## src/rtl/i2s_rx_multi.sv

```systemverilog
// I2S master receiver for MEMS microphone arrays: generates SCK/WS, captures NUM_LINES
// data lines and emits each line's sample as one sign-extended AXI-Stream beat.
module i2s_rx_multi #(
   parameter  int NUM_LINES   = 2,
   parameter  int SAMPLE_BITS = 24,
   parameter  int SLOT_BITS   = 32,
   parameter  int SCK_DIV     = 4,
   localparam int LINE_W      = (NUM_LINES > 1) ? $clog2(NUM_LINES) : 1
) (
   input  logic                 m_axis_aclk,
   input  logic                 m_axis_aresetn,
   output logic                 SCK,
   output logic                 WS,
   input  logic [NUM_LINES-1:0] SD,
   input  logic                 frame_sync,
   output logic [31:0]          m_axis_tdata,
   output logic                 m_axis_tvalid,
   input  logic                 m_axis_tready,
   output logic [LINE_W+1:0]    m_axis_tuser,
   output logic [15:0]          overflow_cnt
);

   localparam int DIV_W = $clog2(SCK_DIV);
   localparam int BIT_W = $clog2(SLOT_BITS);
   localparam int IDX_W = LINE_W + 1;

   if (NUM_LINES < 1 || NUM_LINES > 16 || SAMPLE_BITS < 8 || SAMPLE_BITS > 32 ||
       SLOT_BITS < SAMPLE_BITS + 1 || SCK_DIV < 2 ||
       NUM_LINES >= 2 * SCK_DIV * (SLOT_BITS - SAMPLE_BITS)) begin : g_bad_params
      $error("i2s_rx_multi: illegal parameter combination");
   end

   logic [DIV_W-1:0]              div_cnt;
   logic [BIT_W-1:0]              bit_cnt;
   logic [IDX_W-1:0]              nxt_idx;
   logic                          bank_full;
   logic                          bank_ws;
   logic                          bank_sof;
   logic                          sof_pending;
   logic [SAMPLE_BITS-1:0]        shreg [NUM_LINES];
   logic signed [SAMPLE_BITS-1:0] bank  [NUM_LINES];

   logic sck_tick, sck_rise, sck_fall;
   logic slot_done, last_accept, bank_load, sof_take;

   assign sck_tick    = (div_cnt == DIV_W'(SCK_DIV - 1));
   assign sck_rise    = sck_tick && !SCK;
   assign sck_fall    = sck_tick && SCK;
   assign slot_done   = sck_rise && (bit_cnt == BIT_W'(SAMPLE_BITS));
   // The word in the output register with the last line index is the bank's final word.
   assign last_accept = m_axis_tvalid && m_axis_tready &&
                        (m_axis_tuser[LINE_W-1:0] == LINE_W'(NUM_LINES - 1));
   assign bank_load   = slot_done && (!bank_full || last_accept);
   assign sof_take    = bank_load && !WS && sof_pending;

   // NOTE: shift and bank storage carry no reset; bank_full and the output stage qualify them.
   always_ff @(posedge m_axis_aclk) begin
      for (int i = 0; i < NUM_LINES; i++) begin
         if (sck_rise && bit_cnt != '0 && bit_cnt <= BIT_W'(SAMPLE_BITS))
            shreg[i] <= {shreg[i][SAMPLE_BITS-2:0], SD[i]};
         if (bank_load)
            bank[i] <= {shreg[i][SAMPLE_BITS-2:0], SD[i]};
      end
   end

   // NOTE: state registers use non-blocking assignments so every read sees pre-edge values.
   always_ff @(posedge m_axis_aclk) begin
      if (!m_axis_aresetn) begin
         div_cnt       <= '0;
         bit_cnt       <= '0;
         SCK           <= 1'b0;
         WS            <= 1'b0;
         nxt_idx       <= '0;
         bank_full     <= 1'b0;
         bank_ws       <= 1'b0;
         bank_sof      <= 1'b0;
         sof_pending   <= 1'b0;
         overflow_cnt  <= '0;
         m_axis_tvalid <= 1'b0;
         m_axis_tdata  <= '0;
         m_axis_tuser  <= '0;
      end else begin
         div_cnt <= sck_tick ? '0 : div_cnt + 1'b1;
         if (sck_tick)
            SCK <= ~SCK;
         if (sck_fall) begin
            if (bit_cnt == BIT_W'(SLOT_BITS - 1)) begin
               bit_cnt <= '0;
               WS      <= ~WS;
            end else begin
               bit_cnt <= bit_cnt + 1'b1;
            end
         end

         sof_pending <= frame_sync || (sof_pending && !sof_take);

         if (slot_done && !bank_load && overflow_cnt != 16'hFFFF)
            overflow_cnt <= overflow_cnt + 1'b1;

         if (m_axis_tvalid && m_axis_tready)
            m_axis_tvalid <= 1'b0;
         if ((!m_axis_tvalid || m_axis_tready) && bank_full && nxt_idx != IDX_W'(NUM_LINES)) begin
            m_axis_tvalid <= 1'b1;
            m_axis_tdata  <= 32'(bank[nxt_idx[LINE_W-1:0]]);
            m_axis_tuser  <= {bank_sof && (nxt_idx == '0), bank_ws, nxt_idx[LINE_W-1:0]};
            nxt_idx       <= nxt_idx + 1'b1;
         end

         // A completing slot may refill the bank on the cycle its last word is taken.
         if (last_accept)
            bank_full <= 1'b0;
         if (bank_load) begin
            bank_full <= 1'b1;
            bank_ws   <= WS;
            bank_sof  <= sof_take;
            nxt_idx   <= '0;
         end
      end
   end

endmodule

```

## config.mk

```make
export PLATFORM = sky130hd
export DESIGN_NAME = i2s_rx_multi
export DESIGN_NICKNAME = d
export VERILOG_FILES = /design/src/rtl/i2s_rx_multi.sv
export SDC_FILE = /design/constraint.sdc
export NUM_CORES = 1
export LEC_CHECK = 0
export ABC_AREA = 1
export BUFFER_PORTS_ARGS = -buffer_cell sky130_fd_sc_hd__clkbuf_2
export CAP_MARGIN = 10
export CORE_AREA = 2 2 141 88
export CTS_BUF_LIST = sky130_fd_sc_hd__clkbuf_8
export CTS_CLUSTER_DIAMETER = 50
export DETAILED_ROUTE_END_ITERATION = 6
export DIE_AREA = 0 0 143 90
export PLACE_DENSITY = 0.69
export SLEW_MARGIN = 25
export SYNTH_ARGS = -nofsm -noshare
export SYNTH_HDL_FRONTEND = slang
export SYNTH_SLANG_ARGS = --single-unit
```

## constraint.sdc

```tcl
create_clock -name m_axis_aclk -period 7.3 [get_ports m_axis_aclk]
set_input_delay 1.825 -clock m_axis_aclk [delete_from_list [all_inputs] [get_ports m_axis_aclk]]
set_output_delay 1.825 -clock m_axis_aclk [all_outputs]
set_load 0.03 [all_outputs]
```

==> impl_results.md <==
- Die Width: around 140 µm
- Syn Nets: around 510
- Routability congestion estimate: 0.845
- Critical Path RT: 5480 ps
- Cell count after placement: 696
- Sequential Power Share: 58.7%
- Cell count after synthesis: 495
- VDD IR max: 0.120 mV
- Max Cap Viol: 0
- Mean Syn Cell Area: 11.4 µm²
- Critical path's largest stage delay: 480 ps
- IO Port Bufs: 59
- Register bit total from synthesis: 153
- EDFF count, synth: 94
- Final Hold Fails: 0
- # rows: 31
- Top-area cell type share of the netlist area: about 50%
- Max Buffers Root-to-Sink: 2
- LEAKAGE: 2.35 nW
- Hold Path Class: reg -> reg
- CTS Hold Buffers Added: 0
- Fin util: 55.5%
- Fillers: 950
- Synth async-reset ratio: 0%
- CP max-delay cell: dfxtp_1
- Final #Nets: 564
- Ys flop type: edfxtp_1
- Post-Syn Area: ~5700 µm²
- Critical R2R Launch: nxt_idx[0]
- Reg clk slew, reported paths: 90 ps
- # H-tree levels: 4
- Ports: 60
- Slew @ Worst Pin: about 740 ps
- Max frequency: ~330 MHz
- Yosys cell types: 28
- FF-to-FF path depth: 8
- ANT cells: 0
- Top post-synthesis cells by area: edfxtp_1 (50%), dfxtp_1 (21%), nand2_1 (7.7%)
- # DRC: 0
- Fin crit share: 41.0%
- Combinational share of power: approximately 1%
- Most common cell in the synthesized netlist: nand2_1
- Pin count of the biggest net entering global routing: 54
- Total GRT Usage: 17.5%
- Switching share of power: 22.8%
- Final min period: 3000 ps
- Unrepaired setup endpoints after global routing: no
- Skew final: roughly 11 ps
- Setup TNS Final: 0 ps
- Net Sw Power: ~0.00035 W
- Clock power frac: between 40% and 50%
- First-pass GRT wire length: 17.5 mm
- Critical path buffers and inverters: 1
- PnR worst setup slack: 4300 ps
- Share of cells above drive strength 1: 19.9%
- Hold depth: 0
- Grt ovf: 0
- Hold Path End: bank[1][23]
- Critical Path Sink Type: output pin
- Post-CTS Resized: 0
- Drt pass-1 iters: 5
- Starting Density: 48.5%
- Final wirelength: 10.4 mm
- Yosys top cell by area: edfxtp_1
- Core ar.: 11700 µm²
- Internal power: 0.00120 W
- Detail Placement HPWL: 6.57 mm
- Setup violators final: 0
- Area growth syn-to-layout: 14.4%
- Clock Sinks: 153
- Slew headroom: 50.3%
- CTS tree: built
- Die footprint: between 10000 and 15000 µm²
- Type of origin of the critical path: flop
- Layout Cells excl Fill: approximately 730
- Synth top cells by count: nand2_1 (116), edfxtp_1 (94), dfxtp_1 (59)
- Flop-to-flop setup slack: between 4000 and 5000 ps
- Crit Path Category: reg -> out
- Max FO, Critical Path: 7
- CP arrival: 1170 ps
- Die Y: 90 µm
- Post-CTS setup buffers: 0
- CTS Root Cell: clkbuf_8
- Fin. max-slew vios: 0
- Crit path max-delay family: flip-flops
- Worst hold start: shreg[0][46]
- Initial antenna violation count: 0
- DR vias: around 3700
- 1st-iter DRT viols: ~280
- Clock latency on the worst-skew pair: 430 ps
- ANT nets after route: 0
- Cts bufs inserted: 17
- Status: complete, no violations
- FF-to-FF End: m_axis_tuser[0]
- Vias in the first global route: around 3600
- CP Cell Sequence: clkbuf_2
- Post-synthesis sequential area ratio: a little over two thirds
- Synth warn: 0
- Pre-CTS setup slack: 3620 ps
- Pwr/cell area: 239 nW/µm²
- WL/cell: about 14 µm
- Post-DR vias/cell: just over 5
## how the worst max path moves through the flow
stage	start	end	cells past startpoint
after floorplan	bit_cnt[0]	shreg[0][0]	6
after global placement	m_axis_tready	m_axis_tuser[0]	9
after detailed placement	m_axis_tready	m_axis_tuser[0]	9
after CTS	nxt_idx[0]	m_axis_tuser[0]	8
after global routing	m_axis_tdata[23]	m_axis_tdata[30]	1
final	overflow_cnt[13]	overflow_cnt[13]	1
## layer usage
layer	track usage, %	vias up	share of wire, %
met3	5.06	10	4.8
met4	6.60	0	1.2
met1	26.1	1760	52
met5	0	-	0
li1	-	1820	-
met2	24.2	81	42
## flip-flops by register name, indices dropped and copies added (netlist names), 2 cells and up
name,count
overflow_cnt,16
bit_cnt,5
nxt_idx,2
m_axis_tdata,24
bank,48
div_cnt,2
shreg,46
m_axis_tuser,3
## cell families (layout without fill, tap and decap cells)
logic type	count (synthesis)	in the layout	share of synthesized area [%]
and+or+nand+nor	192	192	14.2
buffers and inverters	55	124	4.48
AOI/OAI and AO/OA	79	79	7.68
xor gates and xnor gates	9	9	1.39
DFF	153	153	70.7
adders and majority gates	7	7	1.55
## layout by cell type (no fill, tap or decap), drive strengths merged
| cell | count |
|---|---|
| nand3 | 14 |
| xor2 | 6 |
| a211oi | 1 |
| xnor2 | 3 |
| nor4 | 1 |
| and3 | 1 |
| inv | 37 |
| nand2 | 121 |
| ha | 7 |
| clkinv | 4 |
| a31oi | 24 |
| a21oi | 22 |
| clkinvlp | 2 |
| clkbuf | 76 |
| nor2 | 43 |
| edfxtp | 94 |
| nor3 | 5 |
| dfxtp | 59 |
| nand4 | 7 |
| bufinv | 1 |
| o21ai | 32 |
| buf | 4 |
## stage by stage
| step | total power (W) | cell area, µm² | hold WS, ps |
|---|---|---|---|
| after global placement | 0.000945 | 6060 | 404 |
| after global routing | 0.00161 | 6480 | 430 |
| after CTS | 0.00157 | 6450 | 430 |
| after detailed placement | 0.000946 | 6060 | 405 |
| after floorplan | 0.000940 | 5670 | 400 |
| final | 0.00155 | 6480 | 428 |
## cell type report
type | count | area, µm² | share of cell area (%)
clock buffers | 17 | 234 | 3.61
clock inverters | 15 | 155 | 2.39
inverters | 29 | 109 | 1.68
multi-input cells | 287 | 1430 | 22.0
flip-flops and latches | 153 | 4010 | 61.8
well taps | 165 | 206 | 3.19
repair buffers | 63 | 345 | 5.33
## power by group through the flow
stage	Combinational (W)	Sequential [W]	Clock, W
finish	0.0000152	0.000910	0.000625
global route	0.0000169	0.000911	0.000678
CTS	0.0000154	0.000910	0.000641
detailed placement	0.0000156	0.000930	0
global placement	0.0000147	0.000930	0
floorplan	0.00000955	0.000931	0
Power figures use the tool's default switching activity.
